--- src/rtl/snake_motion_engine_if.sv ---
// Bundle between the snake motion engine, its input/renderer side and the
// score tracker. Clock and reset are not part of the bundle.
//
// Handshake: `tick` is a one-cycle request that is accepted only in a cycle
// where `busy` is low; a `tick` seen while `busy` is high is dropped, not
// queued. The result of an accepted move appears as a one-cycle
// `goodColl`/`badColl`/`apple_req` pulse in the first cycle `busy` is low
// again, and a new `tick` may be issued in that very cycle.
interface snake_motion_engine_if #(
    parameter int IDXW = 4,
    parameter int LENW = 5
);
    logic            tick;
    logic [3:0]      dir_i;
    logic [2:0]      apple_x;
    logic [2:0]      apple_y;
    logic            apple_valid;
    logic [IDXW-1:0] rd_idx;
    logic [2:0]      rd_x;
    logic [2:0]      rd_y;
    logic            rd_valid;
    logic [2:0]      head_x;
    logic [2:0]      head_y;
    logic [LENW-1:0] length;
    logic            busy;
    logic            goodColl;
    logic            badColl;
    logic            apple_req;
    logic [1:0]      state;

    modport master (
        output tick, dir_i, apple_x, apple_y, apple_valid, rd_idx,
        input  rd_x, rd_y, rd_valid, head_x, head_y, length, busy,
               goodColl, badColl, apple_req, state
    );

    modport slave (
        input  tick, dir_i, apple_x, apple_y, apple_valid, rd_idx,
        output rd_x, rd_y, rd_valid, head_x, head_y, length, busy,
               goodColl, badColl, apple_req, state
    );
endinterface

--- src/rtl/snake_motion_engine.sv ---
// Snake body on an 8x8 grid: advances one cell per accepted tick, scans the
// body one segment per cycle for a self hit, then commits the move or
// restarts the snake, and pulses goodColl/badColl for the score tracker.
module snake_motion_engine #(
    parameter int MAX_LEN = 16,
    parameter int IDXW    = 4,
    parameter int LENW    = 5
) (
    input  logic                  clk,
    input  logic                  rst,
    snake_motion_engine_if.slave  bus
);
    typedef enum logic [1:0] {
        S_IDLE   = 2'd0,
        S_SCAN   = 2'd1,
        S_COMMIT = 2'd2
    } state_t;

    // Direction codes chosen so that the opposite direction is code ^ 1.
    localparam logic [1:0] D_RIGHT = 2'd0;
    localparam logic [1:0] D_LEFT  = 2'd1;
    localparam logic [1:0] D_DOWN  = 2'd2;
    localparam logic [1:0] D_UP    = 2'd3;

    state_t          state_q, state_d;
    logic [2:0]      seg_x [MAX_LEN];
    logic [2:0]      seg_y [MAX_LEN];
    logic [LENW-1:0] len_q;
    logic [IDXW-1:0] idx_q;
    logic [1:0]      last_dir_q, pend_dir_q, move_dir_q;
    logic [2:0]      nxt_x_q, nxt_y_q;
    logic            wall_q, grow_q, hit_q;
    logic            good_q, bad_q, areq_q;

    logic [1:0]      cand_dir;
    logic            dir_ok;
    logic [2:0]      step_x, step_y;
    logic            off_grid;
    logic            eats;
    logic            last_idx;

    assign last_idx = (LENW'(idx_q) == len_q - LENW'(1));

    // Pick the highest-priority requested direction and reject reversals.
    always_comb begin
        cand_dir = D_RIGHT;
        if (bus.dir_i[3])      cand_dir = D_UP;
        else if (bus.dir_i[2]) cand_dir = D_DOWN;
        else if (bus.dir_i[1]) cand_dir = D_LEFT;
        dir_ok = (bus.dir_i != 4'd0) && (cand_dir != (last_dir_q ^ 2'b01));
    end

    // Candidate next head from the pending direction; no wrap-around.
    always_comb begin
        step_x   = seg_x[0];
        step_y   = seg_y[0];
        off_grid = 1'b0;
        case (pend_dir_q)
            D_RIGHT: begin off_grid = (seg_x[0] == 3'd7); step_x = seg_x[0] + 3'd1; end
            D_LEFT:  begin off_grid = (seg_x[0] == 3'd0); step_x = seg_x[0] - 3'd1; end
            D_DOWN:  begin off_grid = (seg_y[0] == 3'd7); step_y = seg_y[0] + 3'd1; end
            default: begin off_grid = (seg_y[0] == 3'd0); step_y = seg_y[0] - 3'd1; end
        endcase
        eats = bus.apple_valid && (step_x == bus.apple_x) &&
               (step_y == bus.apple_y) && !off_grid;
    end

    // FSM state register.
    always_ff @(posedge clk or posedge rst) begin
        if (rst) state_q <= S_IDLE;
        else     state_q <= state_d;
    end

    // FSM next-state: IDLE -> SCAN on tick, SCAN until the tail, COMMIT for one cycle.
    always_comb begin
        state_d = state_q;
        case (state_q)
            S_IDLE:   if (bus.tick) state_d = S_SCAN;
            S_SCAN:   if (last_idx) state_d = S_COMMIT;
            S_COMMIT: state_d = S_IDLE;
            default:  state_d = S_IDLE;
        endcase
    end

    // Body, direction registers, scan bookkeeping and result pulses.
    always_ff @(posedge clk or posedge rst) begin
        if (rst) begin
            for (int i = 0; i < MAX_LEN; i++) begin
                seg_x[i] <= 3'd0;
                seg_y[i] <= 3'd0;
            end
            seg_x[0]   <= 3'd3;
            seg_y[0]   <= 3'd3;
            seg_x[1]   <= 3'd2;
            seg_y[1]   <= 3'd3;
            len_q      <= LENW'(2);
            idx_q      <= '0;
            last_dir_q <= D_RIGHT;
            pend_dir_q <= D_RIGHT;
            move_dir_q <= D_RIGHT;
            nxt_x_q    <= 3'd0;
            nxt_y_q    <= 3'd0;
            wall_q     <= 1'b0;
            grow_q     <= 1'b0;
            hit_q      <= 1'b0;
            good_q     <= 1'b0;
            bad_q      <= 1'b0;
            areq_q     <= 1'b0;
        end else begin
            good_q <= 1'b0;
            bad_q  <= 1'b0;
            areq_q <= 1'b0;
            if (dir_ok) pend_dir_q <= cand_dir;
            case (state_q)
                S_IDLE: begin
                    if (bus.tick) begin
                        move_dir_q <= pend_dir_q;
                        nxt_x_q    <= step_x;
                        nxt_y_q    <= step_y;
                        wall_q     <= off_grid;
                        grow_q     <= eats;
                        idx_q      <= '0;
                        hit_q      <= 1'b0;
                    end
                end
                S_SCAN: begin
                    // The tail moves away this step unless the snake grows.
                    if (seg_x[idx_q] == nxt_x_q && seg_y[idx_q] == nxt_y_q &&
                        !(last_idx && !grow_q))
                        hit_q <= 1'b1;
                    if (!last_idx) idx_q <= idx_q + 1'b1;
                end
                S_COMMIT: begin
                    if (wall_q || hit_q) begin
                        seg_x[0]   <= 3'd3;
                        seg_y[0]   <= 3'd3;
                        seg_x[1]   <= 3'd2;
                        seg_y[1]   <= 3'd3;
                        len_q      <= LENW'(2);
                        last_dir_q <= D_RIGHT;
                        pend_dir_q <= D_RIGHT;
                        bad_q      <= 1'b1;
                    end else begin
                        for (int i = MAX_LEN - 1; i >= 1; i--) begin
                            seg_x[i] <= seg_x[i-1];
                            seg_y[i] <= seg_y[i-1];
                        end
                        seg_x[0] <= nxt_x_q;
                        seg_y[0] <= nxt_y_q;
                        if (grow_q) begin
                            if (len_q != LENW'(MAX_LEN)) len_q <= len_q + 1'b1;
                            good_q <= 1'b1;
                            areq_q <= 1'b1;
                        end
                        last_dir_q <= move_dir_q;
                    end
                end
                default: ;
            endcase
        end
    end

    assign bus.rd_x      = seg_x[bus.rd_idx];
    assign bus.rd_y      = seg_y[bus.rd_idx];
    assign bus.rd_valid  = (LENW'(bus.rd_idx) < len_q);
    assign bus.head_x    = seg_x[0];
    assign bus.head_y    = seg_y[0];
    assign bus.length    = len_q;
    assign bus.busy      = (state_q != S_IDLE);
    assign bus.goodColl  = good_q;
    assign bus.badColl   = bad_q;
    assign bus.apple_req = areq_q;
    assign bus.state     = state_q;
endmodule

--- src/flat_wrapper.sv ---
// flat-port wrapper written by rule: the top's interface ports become plain ports
module snake_motion_engine_flat 
#(
    parameter int MAX_LEN = 16,
    parameter int IDXW    = 4,
    parameter int LENW    = 5
)
  (clk, rst, bus_tick, bus_dir_i, bus_apple_x, bus_apple_y, bus_apple_valid, bus_rd_idx, bus_rd_x, bus_rd_y, bus_rd_valid, bus_head_x, bus_head_y, bus_length, bus_busy, bus_goodColl, bus_badColl, bus_apple_req, bus_state);
  snake_motion_engine_if #(.IDXW(IDXW), .LENW(LENW)) bus_i ();
  input  logic clk;
  input  logic rst;
  input wire logic [$bits(bus_i.tick)-1:0] bus_tick;
  input wire logic [$bits(bus_i.dir_i)-1:0] bus_dir_i;
  input wire logic [$bits(bus_i.apple_x)-1:0] bus_apple_x;
  input wire logic [$bits(bus_i.apple_y)-1:0] bus_apple_y;
  input wire logic [$bits(bus_i.apple_valid)-1:0] bus_apple_valid;
  input wire logic [$bits(bus_i.rd_idx)-1:0] bus_rd_idx;
  output wire logic [$bits(bus_i.rd_x)-1:0] bus_rd_x;
  output wire logic [$bits(bus_i.rd_y)-1:0] bus_rd_y;
  output wire logic [$bits(bus_i.rd_valid)-1:0] bus_rd_valid;
  output wire logic [$bits(bus_i.head_x)-1:0] bus_head_x;
  output wire logic [$bits(bus_i.head_y)-1:0] bus_head_y;
  output wire logic [$bits(bus_i.length)-1:0] bus_length;
  output wire logic [$bits(bus_i.busy)-1:0] bus_busy;
  output wire logic [$bits(bus_i.goodColl)-1:0] bus_goodColl;
  output wire logic [$bits(bus_i.badColl)-1:0] bus_badColl;
  output wire logic [$bits(bus_i.apple_req)-1:0] bus_apple_req;
  output wire logic [$bits(bus_i.state)-1:0] bus_state;
  assign bus_i.tick = bus_tick;
  assign bus_i.dir_i = bus_dir_i;
  assign bus_i.apple_x = bus_apple_x;
  assign bus_i.apple_y = bus_apple_y;
  assign bus_i.apple_valid = bus_apple_valid;
  assign bus_i.rd_idx = bus_rd_idx;
  assign bus_rd_x = bus_i.rd_x;
  assign bus_rd_y = bus_i.rd_y;
  assign bus_rd_valid = bus_i.rd_valid;
  assign bus_head_x = bus_i.head_x;
  assign bus_head_y = bus_i.head_y;
  assign bus_length = bus_i.length;
  assign bus_busy = bus_i.busy;
  assign bus_goodColl = bus_i.goodColl;
  assign bus_badColl = bus_i.badColl;
  assign bus_apple_req = bus_i.apple_req;
  assign bus_state = bus_i.state;
  snake_motion_engine #(.MAX_LEN(MAX_LEN), .IDXW(IDXW), .LENW(LENW)) u_core (.clk(clk), .rst(rst), .bus(bus_i));
endmodule
--- config.mk ---
export PLATFORM = sky130hd
export DESIGN_NAME = snake_motion_engine_flat
export DESIGN_NICKNAME = d
export VERILOG_FILES = /design/src/rtl/snake_motion_engine_if.sv /design/src/rtl/snake_motion_engine.sv /design/src/flat_wrapper.sv
export SDC_FILE = /design/constraint.sdc
export NUM_CORES = 1
export LEC_CHECK = 0
export ABC_AREA = 0
export BUFFER_PORTS_ARGS = -buffer_cell sky130_fd_sc_hd__buf_4
export CORE_MARGIN = 10
export CORE_UTILIZATION = 40
export DETAILED_ROUTE_END_ITERATION = 12
export PLACE_DENSITY = 0.61
export SETUP_SLACK_MARGIN = 0.4
export SYNTH_ARGS = -nofsm -noshare
export SYNTH_HDL_FRONTEND = slang
export SYNTH_SLANG_ARGS = --single-unit
--- constraint.sdc ---
create_clock -name clk -period 4.1 [get_ports clk]
set_input_delay 0.205 -clock clk [delete_from_list [all_inputs] [get_ports clk]]
set_output_delay 0.205 -clock clk [all_outputs]
set_load 0.05 [all_outputs]
==> summary.txt, run 1 <==
Clock network
  • Clock Sink Count: between 100 and 150
  • Num CTS Buffers: 17
  • Worst-path clk slew: 0.06 ns
  • TritonCTS clock tree: yes
  • Latest clock arrival within the worst-skew pair: 0.42 ns
  • Root Driver: clkbuf_16
  • Clock tree buffer depth: 2
  • CTS H-tree lvls: 4
  • Post_cts resized: 0

Pwr
  • Pleak: ~4 nW
  • Int Power: 2.54 mW
  • Clock power share: 0.402
  • Psw: 1.14 mW
  • PwrDens: 456 mW/mm^2
  • Combinational share of power: 0.188
  • Part of the power in registers: 0.410
  • Sw frac: 0.311
  • Peak supply drop: 0.319 mV

STA
  • RSZ-0062 raised after global routing: false
  • Max-slew violations: 0
  • Hold Vio Cnt, Final: 0
  • Max frequency: around 380 MHz
  • Minimum clock period: between 2 and 3 ns
  • Fin Hold WS: 0.106 ns
  • Post-Route Skew: ~0.0080 ns
  • Relative slew margins: 0.353
  • Setup TNS: 0 ns
  • Final setup violation count: 0
  • Worst-Margin Slew: 0.971 ns
  • Final period util: 0.650

Critical path
  • CP Class: flip-flop to flip-flop
  • Arr. time, crit path: 2.97 ns
  • Startpoint Class: flip-flop
  • Worst setup EP type: flip-flop
  • Worst-path fanout max: 21
  • Required time worst endpoint: around 4.4 ns

Synthesis
  • Distinct cells, synth: 59
  • Top_reg_cell synth: dfrtp_1
  • Mapped Nets: 759
  • Post-synthesis mux area share: 0.174
  • XOR/XNOR share of the synthesized area: 0.0296
  • Compound-Gate Fraction of Synth Area: 0.0658
  • Adder-cell share of the synthesized area: 0.0162
  • Ys async rst share: 1.00
  • Syn_area_per_cell: 9.70 um^2
  • Largest family of logic cells by synthesized area: simple AND/OR/NAND/NOR gates
  • Simple-gate share of the synthesized area: 0.231
  • Synth Instances: 733
  • Sequential share of the synthesized area: 0.438
  • Yosys warning count: 0
  • Mapped Area: 0.00711 mm^2
  • Yosys reg bits: 124
  • Post-synth EDFFs: 0

Final layout
  • ANT cells: 0
  • Area grow syn2layout: 13.7%
  • Layout Utilization: 0.465
  • Layout cells sized above 1: 0.182
  • Post-Layout Cell Count: between 900 and 1000
  • Nets: 773

Detailed routing
  • Post-DRT Antenna Nets: 0
  • Routed via count: 5563
  • DRC: 0
  • DR WL/cell: 18.2 um
  • Pre-Repair DR Iteration Count: 5
  • Routed wire length: around 18000 um
  • Vias per cell: between 5 and 6
  • Detailed router's first-iteration violation count: around 550

GRT
  • Largest net degree at the start of global routing: 90
  • Total congestion overflow: 0
  • First-pass GRT wire length: 29800 um
  • Initial antenna violation count: 0
  • Global Route Usage Sum: 0.155
  • Vias in the first global route: between 5000 and 6000

Place
  • Global placer's final weighted congestion: 0.839
  • Input/output buffers: 41
  • Dpl hpwl: roughly 12000 um
  • Cells after DPL: 952

Floorplan
  • Initial Utilization: 0.409
  • Die Y: 153 um
  • Die Wd: 153 um
  • Core area: ~0.017 mm^2
  • Rows: 48
  • Ports: 42
  • Die area: 0.0235 mm^2

Run
  • Max Cap Viol: 0

Hold path
  • HP Class: input port to flip-flop

Status
  • Status: finished clean
## Yosys cell counts (10+ instances only)
cell type	n	area, um^2
nor2_1	26	97.6
dfrtp_1	116	2900
xnor2_1	13	114
nor2b_1	10	62.6
mux2i_1	28	280
clkbuf_1	34	128
a21oi_1	10	50.1
xor2_1	11	96.3
o21ai_0	13	65.1
nand2_1	279	1050
nand3_1	12	60.1
mux4_2	39	878
inv_1	11	41.3
buf_4	10	75.1
## logic make-up after synthesis
logic type,count (synthesis)
flops,124
xor+xnor,24
buf+inv,65
mux,70
fa+ha+maj,8
simple gates,378
compound gates,64
## stage by stage
| step | setup slack [ns] | cell area (um^2) | power (mW) |
|---|---|---|---|
| finish | 1.44 | 8080 | 3.69 |
| detailed placement | 1.46 | 7480 | 2.21 |
| floorplan | 0.609 | 7110 | 2.08 |
| global route | 1.28 | 8080 | 3.85 |
| CTS | 1.44 | 8080 | 3.70 |
| global placement | 1.44 | 7480 | 2.18 |
## power groups by stage
stage | clock network [mW] | logic, mW | registers (mW)
final | 1.48 | 0.692 | 1.51
after global routing | 1.56 | 0.760 | 1.53
after CTS | 1.51 | 0.690 | 1.51
after global placement | 0 | 0.665 | 1.52
after floorplan | 0 | 0.728 | 1.35
after detailed placement | 0 | 0.686 | 1.53
## layout make-up
class                      count  area, um^2
clock buffer                  18         439
timing repair buffer          49         370
inverter                      11        43.8
multi-input combinational    544        3680
sequential                   124        3110
tap                          225         282
fill                        1564        9280
clock inverter                14         148
## worst paths after layout
check,slack (ns),end,cells after the start,startpoint
max reg2reg,1.44,u_core.hit_q$_DFFE_PP0P_,6,u_core.idx_q[0]$_DFFE_PP0P_
max,1.44,u_core.hit_q$_DFFE_PP0P_,6,u_core.idx_q[0]$_DFFE_PP0P_
max in group asynchronous,2.66,u_core.bus.length[1]$_DFFE_PP1P_,4,rst
min in group asynchronous,0.47,u_core.bus.head_x[2]$_DFFE_PP0P_,3,rst
min reg2reg,0.48,u_core.move_dir_q[1]$_DFFE_PP0P_,2,u_core.move_dir_q[1]$_DFFE_PP0P_
min,0.11,u_core.pend_dir_q[0]$_DFF_PP0_,3,bus_dir_i[3]
## sequential cells by signal, summed over array words and instances (netlist names), 3 cells and up
signal	cells
u_core.bus.length	5
u_core.seg_x	45
u_core.bus.head_y	3
u_core.bus.head_x	3
u_core.nxt_x_q	3
u_core.seg_y	45
u_core.idx_q	4
u_core.nxt_y_q	3
## routing by layer
layer / global-route usage / part of all wire / wire length [um]
met2: 0.236 / 0.47 / 8370
met4: 0.0509 / 0.014 / 259
met1: 0.206 / 0.46 / 8230
met3: 0.0443 / 0.060 / 1070
met5: 0 / 0 / 0
## worst max-delay path, cell delays in order, from the launching register on
cell and delay (ns):
dfrtp_1 0.95, mux4_2 0.63, and4_1 0.22, a2111oi_0 0.37, nand3_1 0.16, nand4_1 0.14, o41ai_2 0.08
## cells in the final DEF (no fill, tap or decap), drive strengths merged, types with 2 or more instances in the layout
cell      count
a22o          9
nand2       279
a21o          2
nand4         5
nor2b        10
nand2b        2
clkinv        7
a22oi         9
ha            6
a21oi        10
clkbuf       18
or3           2
nand3        12
bufinv        2
o21ai        13
a211oi        2
fa            2
mux4         42
xnor2        13
nand4b        4
a211o         3
nor4          3
xor2         11
nor3          9
mux2i        28
inv          11
o22a          3
clkinvlp      5
nor2         26
buf          48
nor4b         6
dfstp         8
and3          4
nor3b         2
and2          2
dfrtp       116
and4          5
nand3b        2
## what timing repair did
| item | 4_1_cts | 5_1_grt |
|---|---|---|
| hold buffers | 1 | 0 |
| endpoints found under the hold margin | 55 | 0 |
| setup buffers | 0 | 0 |
(Power assumes the default switching activity.)
==> run 2: changes to the inputs <==
==> constraint.sdc (replaced) <==
create_clock -name clk -period 2.6 [get_ports clk]
set_input_delay 0.13 -clock clk [delete_from_list [all_inputs] [get_ports clk]]
set_output_delay 0.13 -clock clk [all_outputs]
set_load 0.05 [all_outputs]
==> run 2 against run 1 <==
Register-to-register slack got worse by 0.99 ns. Count of clock-buffer cells in the layout decreased by 1. Final cell count increased by 3.2%. Via count increased by 1.4%. Combinational power increased by 130%. Final area increased by 5.4%. Flip-flop and latch count unchanged. Global-route usage increased by 0.069 points. Worst hold slack got worse by 0.056 ns. Sequential power increased by 48%. Critical path depth increased by 2. Wire length increased by 0.15%.
==> summary.txt, run 2 (synthesis results as in run 1) <==
Detailed routing
  • Routed wire length: 18000 um
  • Routed via count: 5642
  • Pre-Repair DR Iteration Count: 7
  • Post-DRT Antenna Nets: 0
  • Vias per cell: 5.55
  • DR WL/cell: 17.7 um
  • DRC: 0
  • Detailed router's first-iteration violation count: 571

Status
  • Status: finished clean

Clock network
  • Clock Sink Count: between 100 and 150
  • Clock tree buffer depth: 2
  • Latest clock arrival within the worst-skew pair: around 0.42 ns
  • TritonCTS clock tree: yes
  • Root Driver: clkbuf_16
  • Worst-path clk slew: 0.06 ns
  • CTS H-tree lvls: 4
  • Num CTS Buffers: 17

STA
  • Relative slew margins: 0.549
  • PnR worst setup slack: 0.445 ns
  • Final setup violation count: 0
  • Worst-Margin Slew: 0.677 ns
  • Final period util: 0.829
  • Max frequency: 464 MHz
  • Setup TNS: 0 ns
  • RSZ-0062 raised after global routing: false
  • Hold Vio Cnt, Final: 0
  • Fin Hold WS: ~0.05 ns
  • Minimum clock period: 2.15 ns
  • Post-Route Skew: 0.0108 ns
  • Max-slew violations: 0

Floorplan
  • Die Y: 153 um
  • Core area: 0.0174 mm^2
  • Ports: between 40 and 50
  • Initial Utilization: 0.409
  • Rows: 48
  • Die Wd: about 150 um
  • Die area: around 0.023 mm^2

GRT
  • Vias in the first global route: 5597
  • Global Route Usage Sum: 0.155
  • Initial antenna violation count: 0
  • Total congestion overflow: 0
  • First-pass GRT wire length: 30200 um
  • Largest net degree at the start of global routing: 125

Final layout
  • Layout cells sized above 1: 0.244
  • Area grow syn2layout: 19.8%
  • ANT cells: 0
  • Nets: 806
  • Commonest non-fill, non-tap cell in the layout: nand2_1
  • Commonest cells after routing, fill and taps aside: 278 x nand2_1, 108 x dfrtp_1, 69 x buf_4

Place
  • Input/output buffers: 41
  • Worst slack, placed: 0.245 ns
  • Global placer's final weighted congestion: 0.815
  • Dpl hpwl: around 12000 um

Critical path
  • Slowest CP cell: dfrtp_2
  • Arr. time, crit path: approximately 2.5 ns
  • Worst setup EP type: flip-flop
  • CP peak stage delay: 0.51 ns
  • Critical path, cell by cell: buf_4 > or3_1 > nand4_1 > a21oi_1 > o311ai_2 > buf_4 > nor2_1 > o41ai_2
  • Required time worst endpoint: about 2.9 ns
  • Startpoint Class: flip-flop
  • CP Class: flip-flop to flip-flop
  • CP most frequent cell: buf_4
  • Worst-path fanout max: 13

Pwr
  • PwrDens: 741 mW/mm^2
  • Pleak: 4.12 nW
  • Peak supply drop: 0.437 mV
  • Final Power: 6.31 mW

Run
  • Max Cap Viol: 0

Hold path
  • HP Class: input port to flip-flop
[run 2: cell count changes in the layout (fill, tap and decap cells not counted), moves of 3 or more]
| cell | delta |
|---|---|
| buf_4 | +21 |
| dfrtp_1 | -7 |
| buf_6 | +5 |
| dfrtp_2 | +5 |
| buf_12 | +4 |
| inv_1 | -3 |
| inv_2 | +3 |
| o21ai_0 | -3 |
[run 2: repair_timing]
| action | CTS | global route |
|---|---|---|
| pin swaps | 0 | 7 |
| setup endpoints to repair | 9 | 11 |
| setup buffers | 9 | 16 |
| hold buffers | 1 | 0 |
| hold endpoints to repair | 116 | 0 |
| gates resized for setup | 10 | 30 |
[run 2: area by class of cell]
class | instances | area [um^2]
repair buffers | 82 | 699
flip-flops and latches | 124 | 3130
well taps | 225 | 282
fillers | 1604 | 8840
multi-input cells | 544 | 3740
inverters | 11 | 45.0
clock buffers | 17 | 425
clock inverters | 14 | 198
[run 2: worst max-delay path: cells and delay by family (launching register included)]
kind / cells / cell delay (ns)
and+or+nand+nor: 3 / 0.48
AOI/OAI and AO/OA: 3 / 0.66
buffers and inverters: 2 / 0.40
DFF: 1 / 0.51
[run 2: per-stage QoR]
step	cells	utilization	instance area, um^2
after floorplan	733	-	7110
after global placement	960	0.437	7580
after detailed placement	960	0.437	7580
after CTS	1001	0.478	8300
after global routing	1017	0.491	8520
final	1017	0.491	8520
[run 2: worst paths after layout]
| path | start | cells after the start | slack (ns) | endpoint |
|---|---|---|---|---|
| setup / recovery | u_core.idx_q[3]$_DFFE_PP0P_ | 8 | 0.45 | u_core.hit_q$_DFFE_PP0P_ |
| hold / removal | bus_dir_i[3] | 3 | 0.05 | u_core.pend_dir_q[0]$_DFF_PP0_ |
| setup reg to reg | u_core.idx_q[3]$_DFFE_PP0P_ | 8 | 0.45 | u_core.hit_q$_DFFE_PP0P_ |
| hold reg to reg | u_core.move_dir_q[1]$_DFFE_PP0P_ | 2 | 0.48 | u_core.move_dir_q[1]$_DFFE_PP0P_ |
| max in group asynchronous | rst | 4 | 1.57 | u_core.idx_q[1]$_DFFE_PP0P_ |
| min in group asynchronous | rst | 4 | 0.46 | u_core.move_dir_q[0]$_DFFE_PP0P_ |
[run 2: metal layers]
| metal | part of all wire | up-vias | GRT usage | wire [um] |
|---|---|---|---|---|
| met5 | 0 | - | 0 | 0 |
| met4 | 0.013 | 0 | 0.0504 | 229 |
| met3 | 0.056 | 20 | 0.0390 | 1000 |
| met2 | 0.48 | 154 | 0.244 | 8630 |
| met1 | 0.45 | 2844 | 0.205 | 8090 |
| li1 | - | 2624 | - | - |
[run 2: where the power goes]
part	switching, mW	internal, mW	total (mW)
clock	0.887	1.60	2.49
combinational	0.804	0.797	1.60
sequential	0.202	2.03	2.23
total	1.89	4.42	6.31
